**config.mk**
```make
export PLATFORM = sky130hd
export DESIGN_NAME = demux1to2_stream
export DESIGN_NICKNAME = d
export VERILOG_FILES = /design/src/rtl/demux1to2_stream.sv
export SDC_FILE = /design/constraint.sdc
export NUM_CORES = 1
export LEC_CHECK = 0
export BUFFER_PORTS_ARGS = -buffer_cell sky130_fd_sc_hd__buf_2
export CAP_MARGIN = 15
export CORE_MARGIN = 4
export CORE_UTILIZATION = 52
export CTS_CLUSTER_SIZE = 30
export DETAILED_ROUTE_END_ITERATION = 16
export PLACE_DENSITY = 0.89
export SYNTH_ARGS = -nofsm -noshare
export SYNTH_HDL_FRONTEND = slang
export SYNTH_SLANG_ARGS = --single-unit
```
**constraint.sdc**
```tcl
create_clock -name clk -period 3.95 [get_ports clk]
set_clock_uncertainty 0.15 [all_clocks]
set_input_delay 0.1975 -clock clk [delete_from_list [all_inputs] [get_ports clk]]
set_output_delay 0.1975 -clock clk [all_outputs]
set_load 0.01 [all_outputs]
```
**src/rtl/demux1to2_stream.sv**
```systemverilog
// demux1to2_stream: 1-to-2 valid/ready stream demultiplexer.
// Each output owns one registered slot, so an accepted beat appears on its
// output one cycle after acceptance. A stalled output never blocks traffic to
// the other output. Each output also counts the beats its sink has taken.
// Optional packet lock: define DEMUX1TO2_STREAM_PKTLOCK_EN. A packet is a run
// of beats that ends with in_last=1. With the lock enabled, every beat of the
// packet follows the route chosen by its first beat.
module demux1to2_stream #(
  parameter int WIDTH = 8,
  parameter int CNT_W = 8
) (
  input  logic             clk,
  input  logic             rst_n,
  input  logic [WIDTH-1:0] in_data,
  input  logic             in_valid,
  output logic             in_ready,
  input  logic             in_sel,
  input  logic             in_last,
  output logic [WIDTH-1:0] y0_data,
  output logic             y0_valid,
  input  logic             y0_ready,
  output logic             y0_last,
  output logic [WIDTH-1:0] y1_data,
  output logic             y1_valid,
  input  logic             y1_ready,
  output logic             y1_last,
  output logic [CNT_W-1:0] cnt0,
  output logic [CNT_W-1:0] cnt1
);

  logic             sel_eff;
  logic             accept;
  logic             drain0;
  logic             drain1;
  logic             slot_free;

  logic             y0_valid_q, y0_valid_d;
  logic [WIDTH-1:0] y0_data_q,  y0_data_d;
  logic             y0_last_q,  y0_last_d;
  logic             y1_valid_q, y1_valid_d;
  logic [WIDTH-1:0] y1_data_q,  y1_data_d;
  logic             y1_last_q,  y1_last_d;
  logic [CNT_W-1:0] cnt0_q, cnt0_d;
  logic [CNT_W-1:0] cnt1_q, cnt1_d;

`ifdef DEMUX1TO2_STREAM_PKTLOCK_EN
  typedef enum logic [1:0] {
    UNLOCKED = 2'd0,
    LOCK0    = 2'd1,
    LOCK1    = 2'd2
  } lock_t;

  lock_t lock_q, lock_d;

  // Lock state register.
  always_ff @(posedge clk) begin
    if (!rst_n) lock_q <= UNLOCKED;
    else        lock_q <= lock_d;
  end

  // Next state: the first beat of a multi-beat packet locks the route, and the last beat releases it.
  always_comb begin
    lock_d = lock_q;
    if (accept) begin
      if (in_last)      lock_d = UNLOCKED;
      else if (sel_eff) lock_d = LOCK1;
      else              lock_d = LOCK0;
    end
  end

  // Route output: a locked packet ignores in_sel.
  always_comb begin
    case (lock_q)
      LOCK0:   sel_eff = 1'b0;
      LOCK1:   sel_eff = 1'b1;
      default: sel_eff = in_sel;
    endcase
  end
`else
  // Without packet lock every beat is routed by its own in_sel.
  always_comb sel_eff = in_sel;
`endif

  assign drain0 = y0_valid_q && y0_ready;
  assign drain1 = y1_valid_q && y1_ready;
  assign accept = in_valid && in_ready;

  // Accept when the selected slot is empty or is being drained this cycle; never during reset.
  always_comb begin
    slot_free = sel_eff ? (!y1_valid_q || y1_ready) : (!y0_valid_q || y0_ready);
    in_ready  = rst_n && slot_free;
  end

  // Slot 0: drain on handshake, reload on accept (a same-cycle drain and load gives back-to-back beats).
  always_comb begin
    y0_valid_d = y0_valid_q;
    y0_data_d  = y0_data_q;
    y0_last_d  = y0_last_q;
    if (drain0) y0_valid_d = 1'b0;
    if (accept && !sel_eff) begin
      y0_valid_d = 1'b1;
      y0_data_d  = in_data;
      y0_last_d  = in_last;
    end
  end

  // Slot 1: same behaviour as slot 0.
  always_comb begin
    y1_valid_d = y1_valid_q;
    y1_data_d  = y1_data_q;
    y1_last_d  = y1_last_q;
    if (drain1) y1_valid_d = 1'b0;
    if (accept && sel_eff) begin
      y1_valid_d = 1'b1;
      y1_data_d  = in_data;
      y1_last_d  = in_last;
    end
  end

  // Delivered-beat counters; they wrap naturally at 2^CNT_W.
  always_comb begin
    cnt0_d = cnt0_q + {{(CNT_W-1){1'b0}}, drain0};
    cnt1_d = cnt1_q + {{(CNT_W-1){1'b0}}, drain1};
  end

  // State registers; reset discards any held beat.
  always_ff @(posedge clk) begin
    if (!rst_n) begin
      y0_valid_q <= 1'b0;
      y0_data_q  <= '0;
      y0_last_q  <= 1'b0;
      y1_valid_q <= 1'b0;
      y1_data_q  <= '0;
      y1_last_q  <= 1'b0;
      cnt0_q     <= '0;
      cnt1_q     <= '0;
    end else begin
      y0_valid_q <= y0_valid_d;
      y0_data_q  <= y0_data_d;
      y0_last_q  <= y0_last_d;
      y1_valid_q <= y1_valid_d;
      y1_data_q  <= y1_data_d;
      y1_last_q  <= y1_last_d;
      cnt0_q     <= cnt0_d;
      cnt1_q     <= cnt1_d;
    end
  end

  assign y0_valid = y0_valid_q;
  assign y0_data  = y0_data_q;
  assign y0_last  = y0_last_q;
  assign y1_valid = y1_valid_q;
  assign y1_data  = y1_data_q;
  assign y1_last  = y1_last_q;
  assign cnt0     = cnt0_q;
  assign cnt1     = cnt1_q;

endmodule

```
==> results.env <==
MAPPEDNETLISTAREA_UM2=1480
MET2_LENGTH_UM=1540
ENDPOINT_KIND='output pin'
ROUTED-WL-MET3_UM=303
GP_CONGESTION=0.805
POST_DRT_VIA_CELL_RATIO=5.01
DRV.MAX_CAP_VIOLATION_COUNT=0
R2R_CELLS=6
SLEW_HEADROOM_PCT=58.4
DRTITER0DRC=63
DRC_ERRORS=0
TNS_NS=0
LAYOUT-DRIVE-GT1-SHARE_PCT=28.0
LAYOUT_WORST_PATH_CYCLE_SHARE_PCT=46.3
FF2FF_SETUP_SLACK_NS=2.32
CTS_RESIZED=0
DRT-PASS1-ITER-COUNT=4
ANT_NETS=0
DIE_AREA_UM2=3770
SEQPWRFRAC_PCT=58.3
GRT_MAX_DEGREE=42
GRT_ANTENNA_BEFORE_REPAIR=0
NUMBER_OF_INSTANCES_IN_THE_SYNTHESIZED_NETLIST=164
INITIAL_UTILIZATION_PCT=54.2
CRITICAL_PATH.MAX_FANOUT=3
P_SWITCHING_mW=0.163
CLK_PIN_SLEW_NS=0.10
INSERTION_DELAY_NS=0.34
GRT_USAGE_PCT=18.9
POWER_REPORT.INTERNAL_TOTAL_mW=0.489
POST-PLACE-WS_NS=2.04
RSZ0062_AT_GRT='false'
ROUTED-VIA-COUNT=1283
ROOT_BUFFER='clkbuf_4'
YOSYS.CELL_TYPES.COUNT=24
FP.COREAREA_UM2=2730
HOLD_PATH_SINK='y0_valid$_SDFFE_PN0P_'
HOLD_PATH.STARTPOINT='y0_ready'
FIN_UTIL_PCT=69.2
SYNTHDOMINANTCELLAREASHARE_PCT=48.6
REG2REG_TO='cnt1[6]$_SDFF_PN0_'
POWER_LEAKAGE_nW=0.913
SW_SHARE_PCT=25.0
HOLD_PATH_DEPTH=3
CP_DATA_ARRIVAL_TIME_NS=1.48
WORST_SLACK_NS=2.12
TIMING.RR.START='y1_valid$_SDFFE_PN0P_'
TRITONCTS_NUM_SINKS=36
CLOCKPOWERSHARE_PCT=31.9
FIN_NETS=243
CORE.ROWCOUNT=19
MAX_SLEW_VIO_COUNT=0
PLACE.DETAILED.HPWL_UM=2220
CTSHTREEMAXLEVEL=2
RUN_STATUS='finished, final reports clean'
FLOW.AREA_GROWTH_FROM_SYNTHESIS_PCT=27.6
YOSYS.AREA.TOP_TYPE='dfxtp_1'
CTS_INSERTED_BUFFERS=5
WORSTSETUPPATHTYPE='reg -> out'
WORST_EP_REQUIRED_TIME_NS=3.60
GLOBALROUTE.TOTALOVERFLOW=0
SYN_AVG_CELL_AREA_UM2=9.03
TIMING_WORST_SLEW_PIN_VALUE_NS=0.624
WIRE_LENGTH_OF_THE_FIRST_GLOBAL_ROUTING_PASS_UM=5110
WORSTSETUPSTARTPOINTTYPE='flop'
SYNTH_SEQ_CELLS=36
MOSTFREQUENTLAYOUTCELLS='51 x buf_2, 36 x dfxtp_1, 27 x nand2_1, 13 x and2_1, 13 x nand3_1'
SYNTH.YOSYS.SEQ_AREA_SHARE_PCT=48.6
CLOCK_TREE.BUFFER_DEPTH=2
SYN-NUM-NETS=183
DIE_HEIGHT_UM=61.4
SYNTH.YOSYS.WARNINGS=0
CLOCK.FMAX_MHz=547
IRDROPWORSTVDD_mV=0.310
POWERDENSITY_nW_PER_UM2=345
WL_PER_CELL_UM=12.7
WL_MET1_UM=1340
POST_SYNTH_MAIN_AREA_CONTRIBUTORS='dfxtp_1 49%, mux2i_1 7.4%, nand2_1 6.8%'
PIN_COUNT=52
HIGHEST_ROUTED_METAL_LAYER='met4'
WORSTHOLDPATHTYPE='in -> reg'
CLOCK_TREE_FROM_TRITONCTS='built'
FINAL-SETUP-VIOL-COUNT=0
DRT-TOTAL-WL_UM=3240
GRT_PASS1_VIAS=1174
REPORT.FINAL.HOLD_VIOL_COUNT=0
IO_BUFFER_COUNT=51
MOST_COMMON_CELL_AFTER_LAYOUT_FILL_AND_TAPS_ASIDE='buf_2'
DIE_W_UM=61.4
FINALCRITICALPERIOD_NS=1.83
DIODES=0
SHARE_OF_TOTAL_POWER_IN_COMBINATIONAL_LOGIC_PCT=9.7
[routing by layer]
metal / global-route usage (%) / vias to the layer above
met3: 6.50 / 6
met1: 21.2 / 572
met5: 0 / -
li1: - / 658
met4: 9.09 / 0
met2: 31.9 / 47
[state kept, by name, indices dropped and copies added, names as in the netlist]
name	cells
cnt0	8
cnt1	8
y0_data	8
y0_last	1
y0_valid	1
y1_data	8
y1_last	1
y1_valid	1
[synthesized netlist by cell type]
library cell	instances
dfxtp_1	36
nand2_1	27
and2_1	13
nand3_1	13
inv_1	11
mux2i_1	11
o21ai_1	9
a21boi_1	4
ha_1	4
o21ai_0	4
or3_1	4
xnor2_1	4
buf_4	3
clkbuf_1	3
nand2b_1	3
nor3_1	3
a21boi_0	2
buf_2	2
nand3_2	2
xor2_1	2
and3_1	1
nor2b_1	1
o21a_1	1
or2_2	1
[layout make-up]
cell class	count	area (um^2)
inverter	11	41.3
clock inverter	2	10.0
clock buffer	6	51.3
multi-input combinational	109	676
timing repair buffer	61	353
sequential	36	721
tap	31	38.8
fill	230	843
[how the worst max path moves through the flow]
stage / slack [ns] / startpoint / endpoint
final: 2.12 / y0_valid$_SDFFE_PN0P_ / in_ready
after detailed placement: 2.04 / rst_n / y1_data[1]$_SDFFE_PN0P_
after global routing: 2.02 / y1_valid$_SDFFE_PN0P_ / in_ready
after floorplan: 2.35 / y1_valid$_SDFFE_PN0P_ / cnt1[6]$_SDFF_PN0_
after CTS: 2.10 / y0_valid$_SDFFE_PN0P_ / in_ready
after global placement: 2.09 / rst_n / y1_data[3]$_SDFFE_PN0P_
[power by group through the flow]
stage | Sequential [mW] | Combinational [mW] | Clock (mW)
2_1_floorplan | 0.394 | 0.0261 | 0
3_3_place_gp | 0.388 | 0.0552 | 0
3_5_place_dp | 0.388 | 0.0563 | 0
4_1_cts | 0.380 | 0.0630 | 0.213
5_1_grt | 0.382 | 0.0703 | 0.229
6_report | 0.380 | 0.0635 | 0.208
[logic make-up after synthesis]
| group | after synthesis | share of synthesized area (%) |
|---|---|---|
| buf+inv | 19 | 5.74 |
| mux | 11 | 7.43 |
| flops | 36 | 48.6 |
| compound gates | 20 | 7.94 |
| simple gates | 68 | 23.3 |
| xor+xnor | 6 | 3.55 |
| fa+ha+maj | 4 | 3.38 |
[metrics by stage]
step / cell area, um^2 / instances / hold slack [ns] / total power, mW
2_1_floorplan: 1480 / 164 / 0.183 / 0.420
3_3_place_gp: 1740 / 239 / 0.286 / 0.443
3_5_place_dp: 1740 / 239 / 0.289 / 0.444
4_1_cts: 1890 / 256 / 0.0598 / 0.656
5_1_grt: 1890 / 256 / 0.0816 / 0.682
6_report: 1890 / 256 / 0.0647 / 0.652
[critical path, cell delays in order, from the launching register on]
cell      delay, ns
dfxtp_1        0.32
nor2b_1        0.15
or2_2          0.27
a21boi_0       0.22
buf_2          0.18
[timing repair]
item,in CTS,in global routing
hold buffers,9,0
hold endpoints to repair,18,0
buffers inserted,0,0
No activity file was read; power rests on OpenSTA's default activity.
